### src/rtl/serial_bus_arbiter_if.sv
// serial_bus_arbiter_if: requester, arbiter and serial-master signals of one shared bus
interface serial_bus_arbiter_if #(
    parameter int NUM_REQ  = 2,
    parameter int BUS_BITS = 8
);
    logic [NUM_REQ-1:0]          in_req_enable;
    logic [NUM_REQ*BUS_BITS-1:0] in_req_data;
    logic [NUM_REQ-1:0]          out_req_ready;
    logic [NUM_REQ-1:0]          out_req_next_word;
    logic [NUM_REQ-1:0]          out_grant;
    logic                        out_bus_enable;
    logic [BUS_BITS-1:0]         out_bus_data;
    logic                        in_bus_ready;
    logic                        in_bus_next_word;
    logic                        out_timeout;
    modport slave (
        input  in_req_enable, in_req_data, in_bus_ready, in_bus_next_word,
        output out_req_ready, out_req_next_word, out_grant, out_bus_enable, out_bus_data, out_timeout
    );
    modport master (
        output in_req_enable, in_req_data, in_bus_ready, in_bus_next_word,
        input  out_req_ready, out_req_next_word, out_grant, out_bus_enable, out_bus_data, out_timeout
    );
endinterface

### src/rtl/serial_bus_arbiter.sv
// serial_bus_arbiter: round-robin sharing of one serial master with per-grant hold timeout
module serial_bus_arbiter #(
    parameter int NUM_REQ      = 2,
    parameter int BUS_BITS     = 8,
    parameter int HOLD_TIMEOUT = 2_700_000
) (
    input logic                in_clk,
    input logic                in_rst,
    serial_bus_arbiter_if.slave bus
);
    localparam int IW = $clog2(NUM_REQ);
    localparam int CW = $clog2(HOLD_TIMEOUT + 1);
    typedef enum logic [1:0] {IDLE, GRANT, RELEASE} state_t;
    state_t              state_q, state_d;
    logic [NUM_REQ-1:0]  grant_q, grant_d;
    logic [IW-1:0]       idx_q, idx_d, last_q, last_d, pick;
    logic [CW-1:0]       hold_q, hold_d;
    logic                timeout_q, timeout_d;
    logic                act;
    always_comb begin
        pick = last_q;
        for (int k = NUM_REQ; k >= 1; k--)
            if (bus.in_req_enable[(int'(last_q) + k) % NUM_REQ]) pick = IW'((int'(last_q) + k) % NUM_REQ);
    end
    always_comb begin
        state_d   = state_q;
        grant_d   = grant_q;
        idx_d     = idx_q;
        last_d    = last_q;
        hold_d    = hold_q;
        timeout_d = timeout_q;
        case (state_q)
            IDLE: if (bus.in_bus_ready && |bus.in_req_enable) begin
                state_d = GRANT;
                grant_d = NUM_REQ'(1) << pick;
                idx_d   = pick;
                hold_d  = '0;
            end
            GRANT: begin
                hold_d = hold_q + 1'b1;
                if (!bus.in_req_enable[idx_q]) state_d = RELEASE;
                else if (hold_q == CW'(HOLD_TIMEOUT - 1)) begin
                    state_d   = RELEASE;
                    timeout_d = 1'b1;
                end
            end
            RELEASE: if (bus.in_bus_ready) begin
                state_d = IDLE;
                grant_d = '0;
                last_d  = idx_q;
            end
            default: state_d = IDLE;
        endcase
    end
    always_ff @(posedge in_clk) begin
        if (in_rst) begin
            state_q   <= IDLE;
            grant_q   <= '0;
            idx_q     <= '0;
            last_q    <= IW'(NUM_REQ - 1);
            hold_q    <= '0;
            timeout_q <= 1'b0;
        end else begin
            state_q   <= state_d;
            grant_q   <= grant_d;
            idx_q     <= idx_d;
            last_q    <= last_d;
            hold_q    <= hold_d;
            timeout_q <= timeout_d;
        end
    end
    assign act                   = state_q == GRANT && !in_rst;
    assign bus.out_grant         = grant_q;
    assign bus.out_timeout       = timeout_q;
    assign bus.out_bus_enable    = act && bus.in_req_enable[idx_q];
    assign bus.out_bus_data      = act ? bus.in_req_data[idx_q*BUS_BITS +: BUS_BITS] : '0;
    assign bus.out_req_ready     = act ? grant_q & {NUM_REQ{bus.in_bus_ready}} : '0;
    assign bus.out_req_next_word = act ? grant_q & {NUM_REQ{bus.in_bus_next_word}} : '0;
endmodule

### src/flat_wrapper.sv
// flat-port wrapper written by rule: the top's interface ports become plain ports
module serial_bus_arbiter_flat 
#(
    parameter int NUM_REQ      = 2,
    parameter int BUS_BITS     = 8,
    parameter int HOLD_TIMEOUT = 2_700_000
)
  (in_clk, in_rst, bus_in_req_enable, bus_in_req_data, bus_in_bus_ready, bus_in_bus_next_word, bus_out_req_ready, bus_out_req_next_word, bus_out_grant, bus_out_bus_enable, bus_out_bus_data, bus_out_timeout);
  serial_bus_arbiter_if #(.NUM_REQ(NUM_REQ), .BUS_BITS(BUS_BITS)) bus_i ();
  input logic in_clk;
  input logic in_rst;
  input wire logic [$bits(bus_i.in_req_enable)-1:0] bus_in_req_enable;
  input wire logic [$bits(bus_i.in_req_data)-1:0] bus_in_req_data;
  input wire logic [$bits(bus_i.in_bus_ready)-1:0] bus_in_bus_ready;
  input wire logic [$bits(bus_i.in_bus_next_word)-1:0] bus_in_bus_next_word;
  output wire logic [$bits(bus_i.out_req_ready)-1:0] bus_out_req_ready;
  output wire logic [$bits(bus_i.out_req_next_word)-1:0] bus_out_req_next_word;
  output wire logic [$bits(bus_i.out_grant)-1:0] bus_out_grant;
  output wire logic [$bits(bus_i.out_bus_enable)-1:0] bus_out_bus_enable;
  output wire logic [$bits(bus_i.out_bus_data)-1:0] bus_out_bus_data;
  output wire logic [$bits(bus_i.out_timeout)-1:0] bus_out_timeout;
  assign bus_i.in_req_enable = bus_in_req_enable;
  assign bus_i.in_req_data = bus_in_req_data;
  assign bus_i.in_bus_ready = bus_in_bus_ready;
  assign bus_i.in_bus_next_word = bus_in_bus_next_word;
  assign bus_out_req_ready = bus_i.out_req_ready;
  assign bus_out_req_next_word = bus_i.out_req_next_word;
  assign bus_out_grant = bus_i.out_grant;
  assign bus_out_bus_enable = bus_i.out_bus_enable;
  assign bus_out_bus_data = bus_i.out_bus_data;
  assign bus_out_timeout = bus_i.out_timeout;
  serial_bus_arbiter #(.NUM_REQ(NUM_REQ), .BUS_BITS(BUS_BITS), .HOLD_TIMEOUT(HOLD_TIMEOUT)) u_core (.in_clk(in_clk), .in_rst(in_rst), .bus(bus_i));
endmodule
### config.mk
export PLATFORM = sky130hd
export DESIGN_NAME = serial_bus_arbiter_flat
export DESIGN_NICKNAME = d
export VERILOG_FILES = /design/src/rtl/serial_bus_arbiter_if.sv /design/src/rtl/serial_bus_arbiter.sv /design/src/flat_wrapper.sv
export SDC_FILE = /design/constraint.sdc
export NUM_CORES = 1
export LEC_CHECK = 0
export ABC_AREA = 1
export CORE_MARGIN = 2
export CORE_UTILIZATION = 35
export DETAILED_ROUTE_END_ITERATION = 10
export PLACE_DENSITY_LB_ADDON = 0.25
export SLEW_MARGIN = 30
export SYNTH_ARGS = -nofsm -noshare
export SYNTH_HDL_FRONTEND = slang
export SYNTH_SLANG_ARGS = --single-unit
### constraint.sdc
create_clock -name in_clk -period 1.2 [get_ports in_clk]
set_input_delay 0.24 -clock in_clk [delete_from_list [all_inputs] [get_ports in_clk]]
set_output_delay 0.24 -clock in_clk [all_outputs]
set_load 0.05 [all_outputs]
==> results.sh <==
export IMPL_status="finished, violations left"
export IMPL_violations="negative setup slack"
export IMPL_reg2reg_depth=8
export IMPL_n_antenna_cell=0
export IMPL_syn_area_per_cell_um2=6.32
export IMPL_drtIter0Drc=64
export IMPL_start_kind="flop"
export IMPL_skew_ns=0.0108
export IMPL_synth_top_cell_by_area="dfxtp_1"
export IMPL_firstDrtPassIters=4
export IMPL_finalSetupViolations=31
export IMPL_die_w_um=75.9
export IMPL_synth_area_um2=1810
export IMPL_drv_slew=0
export IMPL_wl_per_cell_um=12.1
export IMPL_power_density_nw_per_um2=850
export IMPL_fill_cells=394
export IMPL_numCtsBuffers=5
export IMPL_critPathMaxStageDelay_ns=0.33
export IMPL_maxCapViolCount=0
export IMPL_vias=2097
export IMPL_synth_flop_cell="dfxtp_1"
export IMPL_fin_cells=445
export IMPL_synthesis_nets=309
export IMPL_dp_hpwl_um=3710
export IMPL_synth_common_cells="81 x nand2_1, 48 x nor2_1, 35 x inv_1"
export IMPL_fin_crit_sh_pct=134
export IMPL_yosys_warnings=0
export IMPL_synth_edf_count=0
export IMPL_regArea_um2=601
export IMPL_routed_wl_um=5380
export IMPL_overflow=0
export IMPL_cts_hold_buf=0
export IMPL_synthTopCellsByArea="dfxtp_1 32%, nand2_1 17%, nor2_1 10%, a21oi_1 7.5%, inv_1 7.3%"
export IMPL_h_tree_depth=2
export IMPL_holdPathStages=2
export IMPL_grt_pass1_vias=1827
export IMPL_routabilityCongestion=0.864
export IMPL_grt_pass1_wl_um=8110
export IMPL_die_h_um=75.9
export IMPL_worstSetupEndpointType="primary output"
export IMPL_fin_total_pwr_mw=2.81
export IMPL_ir_worst_vdd_mv=0.747
export IMPL_grt_max_degree=19
export IMPL_ys_ff_latch=29
export IMPL_clk_pin_slew_ns=0.07
export IMPL_ys_seq_area_share_pct=32.1
export IMPL_finalHoldViolCount=0
export IMPL_place_inst=423
export IMPL_worst_slack_ns=-0.414
export IMPL_holdWs_ns=0.464
export IMPL_crit_chain="inv_2 > nand2_4 > nor2_4 > inv_8 > nor3_4 > buf_12"
export IMPL_cts_tree="done"
export IMPL_fmax_mhz=620
export IMPL_clk_latency_ns=0.29
export IMPL_drc=0
export IMPL_tightest_slew_ns=0.226
export IMPL_grt_setup_unrepaired="true"
export IMPL_ys_types=27
export IMPL_layout_drive_gt1_share_pct=42.7
export IMPL_dieArea_um2=5760
export IMPL_syn_to_final_growth_pct=82.9
export IMPL_grt_antenna_before_repair=0
export IMPL_cts_root_buffer_cell="clkbuf_8"
export IMPL_via_per_inst=4.71
export IMPL_port_buffers=37
export IMPL_multi_input_area_um2=1380
export IMPL_synthArstFlopShare_pct=0
export IMPL_core_area_um2=5040
export IMPL_min_period_ns=1.61
export IMPL_grt_use_total_pct=18.5
export IMPL_clock_sinks=29
export IMPL_cts_buffer_depth=2
export IMPL_p_leak_nw=1.44
export IMPL_arrival_ns=1.37
export IMPL_path_class="reg2out"
export IMPL_slowest_stage="dfxtp_2"
export IMPL_cp_max_fo=12
export IMPL_post_synth_top_area_fraction_pct=32.1
export IMPL_pre_cts_ws_ns=-0.498
export IMPL_postRouteAntennaNets=0
export IMPL_num_rows=26
export IMPL_yosysMostFrequentCell="nand2_1"
export IMPL_initial_core_util_pct=35.9
export IMPL_hp_class="reg2reg"
export IMPL_relSlewSlack_pct=84.9
export IMPL_syn_inst=286
export IMPL_crit_required_ns=0.96
export IMPL_finalNetCount=397
export IMPL_boundaryPins=38
-- final timing paths --
path	endpoint	start	slack, ns
max reg2reg	u_core.hold_q[20]	u_core.hold_q[1]	-0.15
min	u_core.hold_q[12]	u_core.hold_q[12]	0.46
min reg2reg	u_core.hold_q[12]	u_core.hold_q[12]	0.46
max	bus_out_req_ready[1]	u_core.state_q[1]	-0.41
-- layer usage --
metal,vias to the layer above,wire length (µm),track usage [%]
met5,-,0,0
met4,0,56,5.85
met3,6,263,4.89
met2,51,2650,29.1
met1,965,2410,24.5
li1,1075,-,-
-- critical path: cells and delay by family (launching register included) --
| family | cells | cell delay [ns] |
|---|---|---|
| buffers and inverters | 3 | 0.34 |
| DFF | 1 | 0.33 |
| and+or+nand+nor | 3 | 0.42 |
-- area by class of cell --
class / count / share of cell area [%]
clock buffers: 6 / 2.50
repair inverters: 2 / 0.341
clock inverters: 2 / 1.14
inverters: 42 / 5.60
repair buffers: 84 / 27.9
multi-input cells: 210 / 41.7
flip-flops and latches: 29 / 18.2
well taps: 70 / 2.65
-- kinds of logic after synthesis --
| logic type | Yosys count | share of synthesized area, % |
|---|---|---|
| adder cells (fa/ha/maj) | 1 | 0.692 |
| flip-flops | 29 | 32.1 |
| AND/OR/NAND/NOR | 167 | 44.4 |
| AO/OA/AOI/OAI | 42 | 11.9 |
| buffers and inverters | 47 | 10.9 |
-- cell usage in the layout (no fill, tap or decap), types with 2 or more instances in the layout --
master,instances
inv_1,31
clkdlybuf4s50_1,17
nor2_2,3
buf_12,16
dfxtp_2,10
buf_6,8
nand2_1,72
dfxtp_1,17
dlygate4sd2_1,4
nor2_1,40
nor2_4,11
buf_4,37
dfxtp_4,2
inv_2,5
clkinvlp_4,3
nand3_2,4
nand2_4,8
a21oi_4,8
o21ai_2,5
nand4_1,4
clkbuf_8,6
a21oi_1,15
o21ai_0,5
nor3_4,4
inv_4,2
o21ai_1,2
nand3_1,6
buf_8,2
a21oi_2,4
nand4_4,3
nand2_2,7
-- sequential cells by signal (all words and copies together) (netlist names) --
signal	cells
u_core.bus.out_grant	2
u_core.idx_q	1
u_core.last_q	1
u_core.state_q	2
u_core.hold_q	22
u_core.bus.out_timeout	1
-- what timing repair did --
item / CTS / global route
buffers inserted: 5 / 7
cloned: 0 / 2
resized for setup: 36 / 54
setup endpoints to repair: 38 / 39
pin swaps: 17 / 20
-- power by group --
group	switching, mW	internal [mW]	total [mW]
clock	0.399	0.675	1.07
sequential	0.0261	0.983	1.01
combinational	0.387	0.342	0.729
-- through the flow --
| step | setup TNS [ns] | instance area [µm²] | util (%) |
|---|---|---|---|
| 2_1_floorplan | -2.17 | 1990 | - |
| 3_3_place_gp | -14.52 | 2810 | 55.8 |
| 3_5_place_dp | -15.48 | 2810 | 55.8 |
| 4_1_cts | -5.82 | 3060 | 60.7 |
| 5_1_grt | -8.82 | 3310 | 65.6 |
| 6_report | -6.25 | 3310 | 65.6 |
No activity file was read; power rests on OpenSTA's default activity.
==> patch, RTL diff (same settings) <==
Re-encode `state_t` (3 states) as one-hot, 3 bits wide.
--- a/src/rtl/serial_bus_arbiter.sv
+++ b/src/rtl/serial_bus_arbiter.sv
@@ -10,7 +10,7 @@
 );
     localparam int IW = $clog2(NUM_REQ);
     localparam int CW = $clog2(HOLD_TIMEOUT + 1);
-    typedef enum logic [1:0] {IDLE, GRANT, RELEASE} state_t;
+    typedef enum logic [2:0] {IDLE = 3'b001, GRANT = 3'b010, RELEASE = 3'b100} state_t;
     state_t              state_q, state_d;
     logic [NUM_REQ-1:0]  grant_q, grant_d;
     logic [IW-1:0]       idx_q, idx_d, last_q, last_d, pick;
Function: no difference found for any inputs over 10 cycles, from zero or initial values and one cycle with in_rst high; not proved beyond that.
==> patch against the original RTL <==
The run still ends with negative setup slack left; sequential power increased by 6%; non-clock buffer count is 20 higher; global-route usage increased by 3.3 points; synthesized cell count grew 6.6%; total power up 13%; count of clock-buffer cells in the layout rose by 1; cell area grew 7.7%; worst setup slack worse by 0.089 ns; wire length grew 23%; synthesized area rose by 1.7%; first-iteration DRC count increased by 80%; maximum frequency down 5.3%; sequential cell count up 1.
==> patch: results (changes against the original RTL) <==
drt initial violations 115 (+80%); final setup fails 41 (+32%); top cells by area, synth dfxtp_1 (33%), nand2_1 (18%), nor2_1 (11%), inv_1 (7.6%), a21oi_1 (6.5%); post-synth net total 328 (+6.1%); placer congestion estimate 0.864 (about the same); sequential-to-total area share from yosys stat 0.327 (+0.00565); Synth Area in Compound Gates 0.111 (-0.00807); Yosys cell types 28 (+3.7%); status finished with violations; final WL 6590 um (+23%); Finished Layout Cells 481 (+8.1%); DP Cell Count 461 (+9.0%); Clock Skew 0.00432 ns (-0.00644 ns); Max FO, Critical Path 7 (-5); pre-CTS setup slack -0.652 ns (-0.154 ns); met2 wire len 3400 um (+28%); met1 WL 2670 um (+11%); fin worst setup slack -0.503 ns (-0.0895 ns); GRT Overall Usage 0.217 (+0.0329); met2 Use GR 0.411 (+0.119); CTS resizes 71 (+97%); WP data arrival 1.46 ns (+0.09 ns); # fillers 403 (+2.3%); synth cell count leaders nand2_1 (90), nor2_1 (53), inv_1 (37); leakage 1.50 nW (+4.1%); via count 2393 (+14%); Post-DP HPWL 4340 um (+17%); failing checks negative setup slack; hold_sp u_core.last_q; post-synthesis cell count 305 (+6.6%); share of layout cells above drive strength 1 0.448 (+0.0210); Adder-Cell Fraction of Synth Area 0.00681 (-0.000113); first-pass GRT wire length 10500 um (+30%); GR Util met3 0.0391 (-0.00984)
==> patch: path summary, 6_finish.rpt <==
kind	end	slack [ns]	cells past startpoint
max	bus_out_bus_data[2]	-0.50	5
min	u_core.last_q	0.51	2
max reg2reg	u_core.state_q[2]	-0.26	9
min reg2reg	u_core.last_q	0.51	2
==> patch: worst max-delay path, cell delays in order (launching register included) <==
cell and delay [ns]:
dfxtp_2 0.34, nor3_4 0.23, nand2_4 0.14, buf_12 0.18, a21oi_4 0.14, buf_12 0.15
==> patch: cell type report <==
class                   count  share of cell area
inverters                  39              0.0439
multi-input cells         230               0.422
clock buffers               7              0.0242
well taps                  70              0.0246
clock inverters             1             0.00141
repair buffers            104               0.311
flip-flops and latches     30               0.173
==> patch: power by group <==
part	internal, mW	leakage (nW)	switching [mW]
clock network	0.462	0.0482	0.392
registers	1.04	0.247	0.0339
logic	0.583	1.21	0.680
